--- src/rtl/zdet_pkg.sv ---
// Shared types and constants for the zero-detect arbiter.
package zdet_pkg;

  localparam int OP_W            = 32;
  localparam int DEFAULT_SLICE_W = 8;
  localparam int N_SLICES        = OP_W / DEFAULT_SLICE_W;

  typedef enum logic [1:0] {
    S_IDLE = 2'd0,
    S_SCAN = 2'd1,
    S_RESP = 2'd2
  } state_t;

  // Number of scan cycles for a given slice width.
  function automatic int slices_for(input int slice_w);
    return OP_W / slice_w;
  endfunction

endpackage

--- src/rtl/zero_slice_or.sv ---
// Combinational OR-reduction of one operand slice: high when any bit is set.
module zero_slice_or #(
  parameter int W = 8
) (
  input  logic [W-1:0] slice,
  output logic         nz
);

  assign nz = |slice;

endmodule

--- src/rtl/zero_detect_arbiter.sv ---
// Two-requester round-robin arbiter feeding a sliced zero detector.
// Optional ZERO_EARLY_EXIT_EN: finish the scan on the first nonzero slice.
module zero_detect_arbiter
  import zdet_pkg::*;
#(
  parameter int SLICE_W = 8
) (
  input  logic            clk,
  input  logic            reset,
  input  logic            req0_valid,
  input  logic [OP_W-1:0] req0_data,
  output logic            req0_ready,
  input  logic            req1_valid,
  input  logic [OP_W-1:0] req1_data,
  output logic            req1_ready,
  output logic            rsp_valid,
  output logic            rsp_id,
  output logic            rsp_zero,
  input  logic            rsp_ready,
  output logic            busy
);

  localparam int NSL   = slices_for(SLICE_W);
  localparam int CNT_W = (NSL > 1) ? $clog2(NSL) : 1;
  localparam logic [CNT_W-1:0] LAST_CNT = CNT_W'(NSL - 1);

  state_t                      state;
  logic [OP_W-1:0]             op_reg;
  logic                        acc;
  logic                        owner;
  logic                        last_grant;
  logic [CNT_W-1:0]            cnt;
  logic [NSL-1:0][SLICE_W-1:0] slices;
  logic [SLICE_W-1:0]          cur_slice;
  logic                        slice_nz;
  logic                        grant0;
  logic                        grant1;
  logic                        scan_done;

  // Viewing op_reg as an array of slices keeps every index inside bit 31.
  assign slices    = op_reg;
  assign cur_slice = slices[cnt];

  zero_slice_or #(.W(SLICE_W)) u_slice_or (
    .slice (cur_slice),
    .nz    (slice_nz)
  );

  // NOTE: grants are gated by reset so every output reads 0 while reset is held,
  // even though the state register only clears on the next edge.
  always_comb begin
    grant0 = 1'b0;
    grant1 = 1'b0;
    if (!reset && state == S_IDLE) begin
      grant0 = req0_valid && (!req1_valid ||  last_grant);
      grant1 = req1_valid && (!req0_valid || !last_grant);
    end
  end

  assign req0_ready = grant0;
  assign req1_ready = grant1;

`ifdef ZERO_EARLY_EXIT_EN
  assign scan_done = (cnt == LAST_CNT) || slice_nz;
`else
  assign scan_done = (cnt == LAST_CNT);
`endif

  // NOTE: all state, including op_reg, uses non-blocking assignments so every
  // register samples pre-edge values regardless of statement order.
  always_ff @(posedge clk) begin
    if (reset) begin
      state      <= S_IDLE;
      op_reg     <= '0;
      acc        <= 1'b0;
      cnt        <= '0;
      owner      <= 1'b0;
      last_grant <= 1'b1;
      rsp_valid  <= 1'b0;
      rsp_zero   <= 1'b0;
      rsp_id     <= 1'b0;
      busy       <= 1'b0;
    end else begin
      unique case (state)
        S_IDLE: begin
          if (grant0 || grant1) begin
            op_reg     <= grant1 ? req1_data : req0_data;
            owner      <= grant1;
            last_grant <= grant1;
            acc        <= 1'b0;
            cnt        <= '0;
            busy       <= 1'b1;
            state      <= S_SCAN;
          end
        end
        S_SCAN: begin
          acc <= acc | slice_nz;
          cnt <= cnt + 1'b1;
          if (scan_done) begin
            cnt       <= '0;
            rsp_valid <= 1'b1;
            rsp_zero  <= ~(acc | slice_nz);
            rsp_id    <= owner;
            state     <= S_RESP;
          end
        end
        S_RESP: begin
          if (rsp_ready) begin
            rsp_valid <= 1'b0;
            rsp_zero  <= 1'b0;
            rsp_id    <= 1'b0;
            busy      <= 1'b0;
            state     <= S_IDLE;
          end
        end
        default: state <= S_IDLE;
      endcase
    end
  end

endmodule

--- config.mk ---
export PLATFORM = sky130hd
export DESIGN_NAME = zero_detect_arbiter
export DESIGN_NICKNAME = d
export VERILOG_FILES = /design/src/rtl/zdet_pkg.sv /design/src/rtl/zero_slice_or.sv /design/src/rtl/zero_detect_arbiter.sv
export SDC_FILE = /design/constraint.sdc
export NUM_CORES = 1
export LEC_CHECK = 0
export ABC_AREA = 1
export CORE_ASPECT_RATIO = 0.7
export CORE_UTILIZATION = 45
export CTS_CLUSTER_DIAMETER = 120
export DETAILED_ROUTE_END_ITERATION = 16
export PLACE_DENSITY_LB_ADDON = 0.2
export SLEW_MARGIN = 20
export SYNTH_ARGS = -nofsm -noshare
export SYNTH_HDL_FRONTEND = slang
export SYNTH_HIERARCHICAL = 1
export SYNTH_SLANG_ARGS = --single-unit
export TNS_END_PERCENT = 50
--- constraint.sdc ---
create_clock -name clk -period 4 [get_ports clk]
set_input_delay 1.2 -clock clk [delete_from_list [all_inputs] [get_ports clk]]
set_output_delay 1.2 -clock clk [all_outputs]
set_load 0.02 [all_outputs]
==> flow_summary.toml <==
[sta]
slew_headroom_pct = 45.63
worst_pin_slew_ns = 0.8137
fin_crit_sh_pct = 95.91
layout_setup_ws_ns = 0.1636
finalSetupViolations = 0
skew_ns = 0.002912
finalSetupTns_ns = 0
rsz0062_at_grt = "false"
slew_violations = 0
fmax_mhz = 260.7
period_needed_ns = 3.836
holdWs_ns = 0.4630
final_hold_viol_count = 0

[grt]
track_usage_pct = 22.03
first_global_vias = 2298
gr-total-overflow = 0
grt_pass1_wl_um = 10180
grt_max_degree = 38
antenna_found_initial = 0

[critical_path]
path_class = "in -> out"
arrival_ns = 2.64
endpoint_kind = "primary output"
path_buf_inv = 3
cp.required_ns = 2.80
crit_fanout = 8
start_kind = "input pin"
rr_worst_depth = 9
cpMostUsedCell = "clkdlybuf4s50_1"
r2r_start = "cnt[0]"
critical-path-max-stage-delay_ns = 0.61
timing.rr.end = "acc"
critPathSlowestCell = "clkdlybuf4s50_1"
path_cells = "clkdlybuf4s50_1, inv_2, nand2_4, nor2_8, clkdlybuf4s50_1"
ff2ff_setup_slack_ns = 1.82
crit_family = "buffers and inverters"

[clocking]
ctsHoldBuffers = 0
cts_made_buffers = 5
cts_root_buf = "clkbuf_8"
cts.repair.resized = 0
clockBufferDepth = 2
htreeDepth = 2
cts_tree = "done"
post-cts-setup-buffers = 0
clock-sinks = 43
clk_latency_ns = 0.29
clk_pin_slew_ns = 0.07

[cells_and_area]
largest_register_ffs = 32
postLayoutCellArea_um2 = 3277
nets = 500
diodes = 0
final_common_cell = "nand2_1"
drive_gt1_share_pct = 4.196
syn_to_final_growth_pct = 33.69
layout_common_cells = "84 x nand2_1, 74 x clkdlybuf4s50_1, 50 x inv_1"

[hold_path]
hp-class = "reg -> reg"
worstHoldEndpoint = "rsp_zero"
hold_depth = 2
hp-start = "rsp_zero"

[die]
rows = 22
fp.dieH_um = 63.75
core_um2 = 5230
die_area_um2 = 5751
fp.dieW_um = 90.21
io_pins = 75
initial_core_util_pct = 46.87

[job]
drv_cap = 0

[detailed_routing]
drc = 1
wl_per_cell_um = 11.63
vias_per_cell = 4.900
vias = 2455
firstDrtPassIters = 10
ant_nets = 0
first_iter_violations = 73
routed_wirelength_um = 5825

[logic_synthesis]
ys_warn_count = 6
synth_cell_types = 22
ys_seq_area_share_pct = 35.12
postSynthAreaPerCell_um2 = 6.679
synth_nets = 437
synth.cell_area_um2 = 2451
syn_inst = 367
synth-seq-cells = 43

[pwr]
cellPowerDensity_nw_per_um2 = 297.5
p_total_mw = 0.9748
leakage_nw = 1.356
irDropWorstVdd_uv = 113.7

[placement]
dp_slack_ns = 0.1862
hpwl_um = 4226
gp_congestion = 0.8119
dpl_cell_area_um2 = 3204
port_buffers = 74

[run_status]
violations = "design-rule violations"
status = "complete, but fails checks"
-- worst min-delay path: stages (launching register included) --
cell and delay [ns]:
dfxtp_1 0.31, nand2_1 0.06, a21oi_1 0.05
-- synthesized netlist by cell type --
cell	instances	area share, %
a21oi_1	38	7.8
a21oi_4	1	0.66
buf_1	4	0.61
buf_2	5	1.0
buf_4	6	1.8
clkbuf_1	8	1.2
dfxtp_1	43	35
ha_1	1	0.51
inv_1	50	7.7
inv_2	1	0.15
nand2_1	84	13
nand2_2	1	0.26
nand2_4	1	0.46
nand3_1	34	6.9
nand4_1	1	0.26
nor2_1	22	3.4
nor2_4	2	0.92
nor2_8	2	1.6
o211ai_1	1	0.31
o21ai_0	21	4.3
o21bai_1	33	10
o22ai_1	8	2.0
-- cell type report --
type / count / area, µm²
clock buffers: 6 / 72.57
fillers: 493 / 1953
inverters: 51 / 191.4
multi-input cells: 250 / 1284
flip-flops and latches: 43 / 860.8
well taps: 72 / 90.09
repair buffers: 79 / 778.2
-- worst max-delay path by stage --
stage	start	end	slack, ns	cells past startpoint
final	reset	req1_ready	0.16	5
after global routing	reset	req1_ready	0.13	5
after CTS	reset	req1_ready	0.17	5
after detailed placement	reset	req0_ready	0.19	5
after global placement	reset	req1_ready	0.19	5
after floorplan	req0_valid	req1_ready	0.94	4
-- power by group --
part | switching [mW] | internal (mW) | total [mW]
combinational | 0.126 | 0.125 | 0.251
clock | 0.130 | 0.116 | 0.246
sequential | 0.0215 | 0.456 | 0.478
total | 0.277 | 0.698 | 0.975
-- metrics by stage --
stage | instances | util, %
after floorplan | 367 | -
after detailed placement | 495 | 61.27
final | 501 | 62.66
after global placement | 495 | 61.27
after CTS | 501 | 62.66
after global routing | 501 | 62.66
-- logic make-up after synthesis --
group | synth area share (%)
adder cells (fa/ha/maj) | 0.5104
AND/OR/NAND/NOR | 26.70
buffers and inverters | 12.51
flip-flops | 35.12
AO/OA/AOI/OAI | 25.17
-- layer usage --
layer / part of all wire [%] / track usage (%) / routed length (µm)
met5: 0 / 0 / 0
met1: 52 / 30.07 / 3028
met3: 4.0 / 4.643 / 234
met2: 43 / 35.97 / 2531
met4: 0.52 / 4.839 / 30
(Power assumes the default switching activity.)
==> RTL change (same settings) <==
`SLICE_W`: 8 -> 4.
--- a/src/rtl/zero_detect_arbiter.sv
+++ b/src/rtl/zero_detect_arbiter.sv
@@ -3,7 +3,7 @@
 module zero_detect_arbiter
   import zdet_pkg::*;
 #(
-  parameter int SLICE_W = 8
+  parameter int SLICE_W = 4
 ) (
   input  logic            clk,
   input  logic            reset,
Behaviour: not the same (a bounded check fails within 10 cycles, from zero or initial values and one cycle with reset high).
==> RTL change against the original RTL <==
- setup slack worse by 0.032 ns
- non-clock buffer count unchanged
- sequential cell count up 1
- first-iteration DRC count up 75%
- synthesized cell count up 3.5%
- sequential share of layout area grew 0.097 points
- critical path depth unchanged
- power is 1.7% higher
- final area up 1.9%
- register-to-register slack got worse by 0.09 ns
- wire length increased by 0.84%
- synthesized area is 2.7% higher
- cell count grew 2.6%
- utilization grew 0.23 points
- largest power group unchanged
- highest routed layer unchanged
==> RTL change: results (changes against the original RTL) <==
Parameter                              Value

Global routing
  Number of antenna violations at the first check in global routing ... 0 (unchanged)
  Number of global-route vias before repair ... 2226 (-3.1%)
  Met1 track demand over resource ... 0.2852 (-0.01546)
  Gr usage total ... 0.2094 (-0.01096)
  GRT met3 Usage ... 0.04695 (+0.0005198)
  Wire length of the first global-routing pass ... 9942 microns (-2.3%)
  M2 GR Usage ... 0.3305 (-0.02924)
  Pin count of the biggest net entering global routing ... 39 (+2.6%)

Finish
  FILL cells ... 505 (+2.4%)
  Total inserted antenna cells ... 0 (unchanged)
  Fraction of final layout cells with drive strength greater than 1 ... 0.04299 (+0.001028)
  Number of flip-flops under the largest register name ... 32 (unchanged)

Yosys
  Distinct cell type count of the synthesized netlist ... 22 (unchanged)
  Fraction of registers with async set/reset ... 0 (unchanged)
  Average footprint of a synthesized cell ... 6.621 sq um (-0.86%)
  Sequential share of the synthesized area ... 0.3501 (-0.001125)
  Post-synthesis net count ... 451 (+3.2%)
  Commonest cells in the netlist ... nand2_1 (93), dfxtp_1 (44), inv_1 (41)
  Area contributors post-synth ... dfxtp_1 (35%), nand2_1 (14%), o21bai_1 (9.8%), a21oi_1 (7.8%), nand3_1 (7.2%)
  Synth warn ... 6 (unchanged)

Worst setup path
  Critical Path Fanout Max ... 8 (unchanged)
  CP Data Arrival Time ... 2.67 ns (+0.03 ns)
  Worst path slowest cell ... clkdlybuf4s50_1
  Largest stage delay on the critical path ... 0.60 ns

Pwr
  Maximum VDD drop ... 0.1448 mV (+27%)
  Static leakage ... 0.001378 uW (+1.6%)
  Switching share of power ... 0.2875 (+0.003106)

Timing
  Max_slew headroom ... 0.4420 (-0.01433)
  Clock Skew ... 0.006730 ns (+0.003818 ns)

Clocking
  Resize count post-CTS ... 0 (unchanged)
  Number of clock buffers inserted by TritonCTS ... 5 (unchanged)
  Clock slew at reported path FFs ... roughly 0.08 ns
  Post-CTS Setup Repair Bufs ... 0 (unchanged)
  Number of buffers between clock root and the deepest sink ... 2 (unchanged)
  Clock latency on the worst-skew pair ... 0.29 ns (about the same)
  Number of H-tree branching levels ... 2 (unchanged)
  CTS Root Cell ... clkbuf_8

Place
  Count of buffers from port buffering ... 74 (unchanged)
  Post-place instance area ... 3263 sq um (+1.8%)
  Worst slack at placement ... 0.1464 ns (-0.03973 ns)
  Cells after DPL ... 507 (+2.4%)
  Post-detailed-placement half-perimeter wirelength ... 4004 microns (-5.3%)
  Gp weighted congestion ... 0.8244 (+1.5%)

Detailed routing
  Total iterations of the first detailed-routing run ... 4 (-6)
  Vias per cell ... 4.992 (+1.9%)
  Number of design-rule violations left by the first detailed-router iteration ... 128 (+75%)
  Vias after detailed routing ... 2566 (+4.5%)
  Final Routed Wirelength ... 5874 microns (+0.84%)

Min path
  Path class of the lowest-slack min-delay path ... reg -> reg

Outcome
  Result of the run ... complete, no violations
-- RTL change: cell types whose count changed in the layout (fill, tap and decap cells not counted), sizes merged --
cell	before	now
inv	51	42
dfxtp	43	44
o22ai	8	0
clkinv	0	1
nand3	34	36
ha	1	2
a21oi	39	40
o21ai	21	29
nor2	26	33
nand2	86	95
-- RTL change: worst paths after layout --
| path | from | end | slack, ns | depth (start not counted) |
|---|---|---|---|---|
| setup / recovery | reset | req0_ready | 0.13 | 5 |
| hold / removal | op_reg[4]$_SDFFE_PP0P_ | op_reg[4]$_SDFFE_PP0P_ | 0.47 | 2 |
| setup reg to reg | cnt[0]$_SDFFE_PP0P_ | rsp_zero$_SDFFE_PP0P_ | 1.73 | 10 |
| hold reg to reg | op_reg[4]$_SDFFE_PP0P_ | op_reg[4]$_SDFFE_PP0P_ | 0.47 | 2 |
-- RTL change: cells by family after synthesis --
logic type	share of synthesized area
AO/OA/AOI/OAI	0.2432
AND/OR/NAND/NOR	0.2859
flip-flops	0.3501
adder cells (fa/ha/maj)	0.009944
buffers and inverters	0.1109
-- RTL change: routing by layer --
layer | vias to the layer above | share of wire
li1 | 1347 | -
met1 | 1134 | 0.50
met2 | 80 | 0.42
met3 | 5 | 0.062
met4 | 0 | 0.0083
met5 | - | 0
-- RTL change: power by group through the flow --
stage,combinational [uW],clock [uW],sequential [uW]
final,249,257,486
after global routing,280,287,489
after CTS,250,262,486
after detailed placement,249,0,495
after global placement,245,0,495
after floorplan,158,0,487
-- RTL change: layout make-up --
type | instances | share of cell area
Clock buffer | 6 | 0.02172
Clock inverter | 1 | 0.001498
Inverter | 42 | 0.04719
Multi-Input combinational cell | 270 | 0.4060
Sequential cell | 44 | 0.2637
Tap cell | 72 | 0.02697
Timing Repair Buffer | 79 | 0.2330
-- RTL change: critical path: cells and delay by family --
kind	cells	cell delay, ns
AND/OR/NAND/NOR	2	0.25
buffers and inverters	3	1.22
-- RTL change: through the flow --
stage                       util  hold slack (ns)
final                     0.6288           0.4654
after global routing      0.6288           0.4789
after CTS                 0.6288           0.4657
after detailed placement  0.6142           0.4542
after global placement    0.6142           0.4489
after floorplan                -           0.4400
